## config.mk

```make
export PLATFORM = sky130hd
export DESIGN_NAME = reg_write_arbiter
export DESIGN_NICKNAME = d
export VERILOG_FILES = /design/src/rtl/reg_write_arbiter.sv
export SDC_FILE = /design/constraint.sdc
export NUM_CORES = 1
export LEC_CHECK = 0
export ABC_CLOCK_PERIOD_IN_PS = 3400
export CAP_MARGIN = 40
export CELL_PAD_IN_SITES_DETAIL_PLACEMENT = 0
export CELL_PAD_IN_SITES_GLOBAL_PLACEMENT = 1
export CORE_ASPECT_RATIO = 1.25
export CORE_UTILIZATION = 39
export DETAILED_ROUTE_END_ITERATION = 7
export PLACE_DENSITY_LB_ADDON = 0.1
export SYNTH_ARGS = -nofsm -noshare
export SYNTH_HDL_FRONTEND = slang
export SYNTH_SLANG_ARGS = --single-unit
```

## constraint.sdc

```tcl
create_clock -name clk -period 3.4 [get_ports clk]
set_input_delay 0.68 -clock clk [delete_from_list [all_inputs] [get_ports clk]]
set_output_delay 0.68 -clock clk [all_outputs]
set_load 0.05 [all_outputs]
```

## src/rtl/reg_write_arbiter.sv

```systemverilog
// reg_write_arbiter: merges pipeline writebacks with a FIFO of multi-cycle results onto one register-file write port.
// Optional WB_WAW_KILL_EN: a pipeline write cancels older queued results to the same register.
module reg_write_arbiter #(
    parameter int DEPTH = 4
) (
    input  logic        clk,
    input  logic        reset,
    input  logic        pipe_we,
    input  logic [4:0]  pipe_addr,
    input  logic [31:0] pipe_data,
    input  logic        mc_valid,
    input  logic [4:0]  mc_addr,
    input  logic [31:0] mc_data,
    output logic        mc_ready,
    input  logic [4:0]  ReadAddr1,
    input  logic [4:0]  ReadAddr2,
    output logic        pending1,
    output logic        pending2,
    output logic        stall_req,
    output logic        RegWrite,
    output logic [4:0]  WriteAddr,
    output logic [31:0] WriteData
);
    localparam int PW = $clog2(DEPTH);
    localparam int CW = PW + 1;

    logic [4:0]       r_addr [DEPTH];
    logic [31:0]      r_data [DEPTH];
    logic [DEPTH-1:0] r_live;
    logic [PW-1:0]    r_wptr, r_rptr;
    logic [CW-1:0]    r_count;
    logic             r_wr;
    logic [4:0]       r_waddr;
    logic [31:0]      r_wdata;

    logic             w_pipe_sel, w_pop, w_push, w_head_wr, w_wr, w_p1, w_p2;
    logic [4:0]       w_addr;
    logic [31:0]      w_data;
    logic [DEPTH-1:0] w_kill;

    assign mc_ready   = !reset && (r_count != CW'(DEPTH));
    assign stall_req  = r_count == CW'(DEPTH);
    assign w_pipe_sel = pipe_we && (pipe_addr != 5'd0);
    assign w_pop      = !w_pipe_sel && (r_count != '0);
    assign w_push     = mc_valid && mc_ready && (mc_addr != 5'd0);
    // A dead head is consumed without producing a write.
    assign w_head_wr  = w_pop && r_live[r_rptr];
    assign w_wr       = w_pipe_sel || w_head_wr;
    assign w_addr     = w_pipe_sel ? pipe_addr : w_head_wr ? r_addr[r_rptr] : 5'd0;
    assign w_data     = w_pipe_sel ? pipe_data : w_head_wr ? r_data[r_rptr] : 32'd0;

    always_comb begin
        w_kill = '0;
`ifdef WB_WAW_KILL_EN
        for (int i = 0; i < DEPTH; i++)
            w_kill[i] = w_pipe_sel && (r_addr[i] == pipe_addr);
`endif
    end

    always_comb begin
        w_p1 = 1'b0;
        w_p2 = 1'b0;
        for (int i = 0; i < DEPTH; i++) begin
            w_p1 = w_p1 | (r_live[i] && (r_addr[i] == ReadAddr1));
            w_p2 = w_p2 | (r_live[i] && (r_addr[i] == ReadAddr2));
        end
    end

    assign pending1 = w_p1 && (ReadAddr1 != 5'd0);
    assign pending2 = w_p2 && (ReadAddr2 != 5'd0);

    // Push is applied last so a same-cycle mc result survives a kill to its address.
    always_ff @(posedge clk) begin
        if (reset) begin
            r_live  <= '0;
            r_wptr  <= '0;
            r_rptr  <= '0;
            r_count <= '0;
            r_wr    <= 1'b0;
            r_waddr <= 5'd0;
            r_wdata <= 32'd0;
        end else begin
            r_live <= r_live & ~w_kill;
            if (w_pop) begin
                r_live[r_rptr] <= 1'b0;
                r_rptr         <= r_rptr + 1'b1;
            end
            if (w_push) begin
                r_addr[r_wptr] <= mc_addr;
                r_data[r_wptr] <= mc_data;
                r_live[r_wptr] <= 1'b1;
                r_wptr         <= r_wptr + 1'b1;
            end
            r_count <= r_count + CW'(w_push) - CW'(w_pop);
            r_wr    <= w_wr;
            r_waddr <= w_addr;
            r_wdata <= w_data;
        end
    end

    assign RegWrite  = r_wr;
    assign WriteAddr = r_waddr;
    assign WriteData = r_wdata;
endmodule

```

==> out/metrics.cfg <==
[grt]
gr-total-overflow=0
grt_pass1_vias=4765
grt_pass1_wl_um=27000
grt_max_degree=38
antenna_found_initial=0
grt_usage=0.181

[setup_path]
path_class=primary input to output port
r2r_setup_slack_ns=1.04
cp.arrival_ns=2.47
crit_fanout=5
required_ns=2.72
critPathCaptureType=output port
critPathLaunchType=primary input

[detailed_routing]
wl_met1_um=7210
drt_iter0_drc=226
drt-vias-per-instance=4.87
wl_met2_um=9220
postRouteAntennaNets=0
vias=4423
drtPass1Iterations=5
wl_per_cell_um=19.2
drc_errors=0
highest_layer=met4
met3_length_um=645
routed_wl_um=17400

[die]
ioPinCount=130
die-height_um=161
dieArea_sq_um=20700
start_util=0.401
fp-row-count=57
fp.dieW_um=129
core_area_sq_um=19500

[power_and_ir_drop]
power_density_nw_per_um2=605
p_leak_nw=3.52
max-vdd-ir-drop_mv=0.349

[yosys]
synth_ff_type=edfxtp_1
synthXorXnorAreaFrac=0.0491
synth_compound_area_frac=0.0340
synth_fa_ha_area_frac=0.0185
yosysUniqueCellTypes=34
syn_area_sq_um=7840
synthSimpleGateAreaFrac=0.0517
ys_seq_area_frac=0.697
avgSynthCellArea_sq_um=15.9
syn_inst=494
synthArstFlopShare=0
synth_top_family_by_area=multiplexers
syn-num-nets=593
yosysWarnings=0
synth_seq_cells=199
synth-edff-count=148
synth.mux.area_fraction=0.112

[cells_and_area]
drive_above_1_share=0.151
nNetsFinal=730
postLayoutCellArea_sq_um=10100
seq_area_sq_um=5470
n_antenna_cell=0
utilization=0.518
final_common_cell=edfxtp_1
layout_common_cells=edfxtp_1 (148), clkdlybuf4s50_1 (126), dfxtp_1 (49)
fill_cells=1691
syn2layout_area_growth_pct=29.0
multi_input_area_sq_um=2100

[timing]
worst_pin_slew_ns=0.797
tns_ns=0
fin_worst_skew_ns=0.0114
hold_violations=0
period_share=0.926
finalMaxSlewViolations=0
layout_min_cycle_time_ns=3.15
rsz0062_at_grt=no
maxSlewHeadroom=0.469
setup_violations=0
fmax_ghz=0.318

[min_path]
hp-class=flip-flop to flip-flop

[outcome]
status=completed

[clocking]
tritoncts=done
ctsHoldBuffers=0
cts_resized=0
clock_sinks=199
post_cts_buffers=0
clk_latency_ns=0.43
cts_max_path_buffers=2
clkTransAtPathRegs_ns=0.07
cts.htree.levels=4
cts_made_buffers=17
cts_root_buf=clkbuf_16

[place]
post-dp-hpwl_um=11700
dpl_cell_area_sq_um=9540
place.gp.congestion=0.839
io_buffers=129

[run]
cap_viol_max_count=0

[critical path, cell delays in order]
cell             delay (ns)
clkdlybuf4s50_1        0.58
xor2_1                 0.22
nor4_1                 0.39
nand3_1                0.13
nand4_1                0.12
o21a_1                 0.19
buf_12                 0.15
[worst paths after layout]
check / startpoint / end / cells past startpoint
worst max register to register: r_count[1]$_SDFF_PP0_ / r_count[2]$_SDFF_PP0_ / 12
worst min-delay path: r_count[2]$_SDFF_PP0_ / r_count[2]$_SDFF_PP0_ / 2
worst min register to register: r_count[2]$_SDFF_PP0_ / r_count[2]$_SDFF_PP0_ / 2
worst max-delay path: ReadAddr2[0] / pending2 / 7
[state kept, by name, summed over array words and instances (netlist names), named ones only]
signal,count
r_live,4
r_count,3
WriteData,32
r_rptr,2
r_data,128
WriteAddr,5
r_addr,20
r_wptr,2
RegWrite,1
[power by group]
group	total [mW]	leakage, nW	internal (mW)	switching (mW)
Sequential	2.97	1.76	2.77	0.206
Combinational	1.19	1.47	0.618	0.572
Clock	1.95	0.283	0.983	0.972
[logic make-up after synthesis]
group	count (synthesis)
AO/OA/AOI/OAI	46
XOR/XNOR	44
adder cells (fa/ha/maj)	11
buffers and inverters	71
flip-flops	199
multiplexers	40
AND/OR/NAND/NOR	83
[cell usage after synthesis, types with 2 or more instances]
cell / n / area (sq um)
a31o_1: 4 / 35.0
and2_1: 5 / 31.3
buf_2: 3 / 15.0
buf_6: 3 / 33.8
clkbuf_1: 16 / 60.1
clkbuf_2: 2 / 10.0
dfxtp_1: 51 / 1020
edfxtp_1: 148 / 4440
ha_1: 10 / 125
inv_1: 45 / 169
mux2i_1: 2 / 20.0
mux4_2: 38 / 856
nand2_1: 42 / 158
nand3_1: 8 / 40.0
nand4_1: 2 / 12.5
nor2_1: 9 / 33.8
nor2b_1: 2 / 12.5
nor4_1: 8 / 50.1
o21a_1: 2 / 15.0
o21ai_0: 16 / 80.1
o21ai_1: 21 / 105
or3_1: 2 / 12.5
or4_1: 2 / 15.0
xnor2_1: 11 / 96.3
xor2_1: 33 / 289
[area by class of cell]
class | instances | area share
Sequential cell | 199 | 0.541
Inverter | 45 | 0.0167
Clock inverter | 15 | 0.0150
Timing Repair Buffer | 144 | 0.145
Tap cell | 265 | 0.0328
Clock buffer | 17 | 0.0421
Multi-Input combinational cell | 224 | 0.207
[per-stage QoR]
step / setup WS [ns] / power [mW] / cells / hold WS (ns)
6_report: 0.252 / 6.12 / 909 / 0.542
5_1_grt: 0.169 / 6.39 / 909 / 0.591
3_3_place_gp: 0.140 / 4.23 / 876 / 0.506
3_5_place_dp: 0.109 / 4.25 / 877 / 0.527
2_1_floorplan: 0.254 / 3.81 / 494 / 0.490
4_1_cts: 0.262 / 6.20 / 909 / 0.543
[routing by layer]
metal / vias up / track usage
met5: - / 0
met4: 0 / 0.0722
met3: 25 / 0.0353
met2: 97 / 0.323
met1: 2236 / 0.212
li1: 2065 / -
Power figures use the tool's default switching activity.
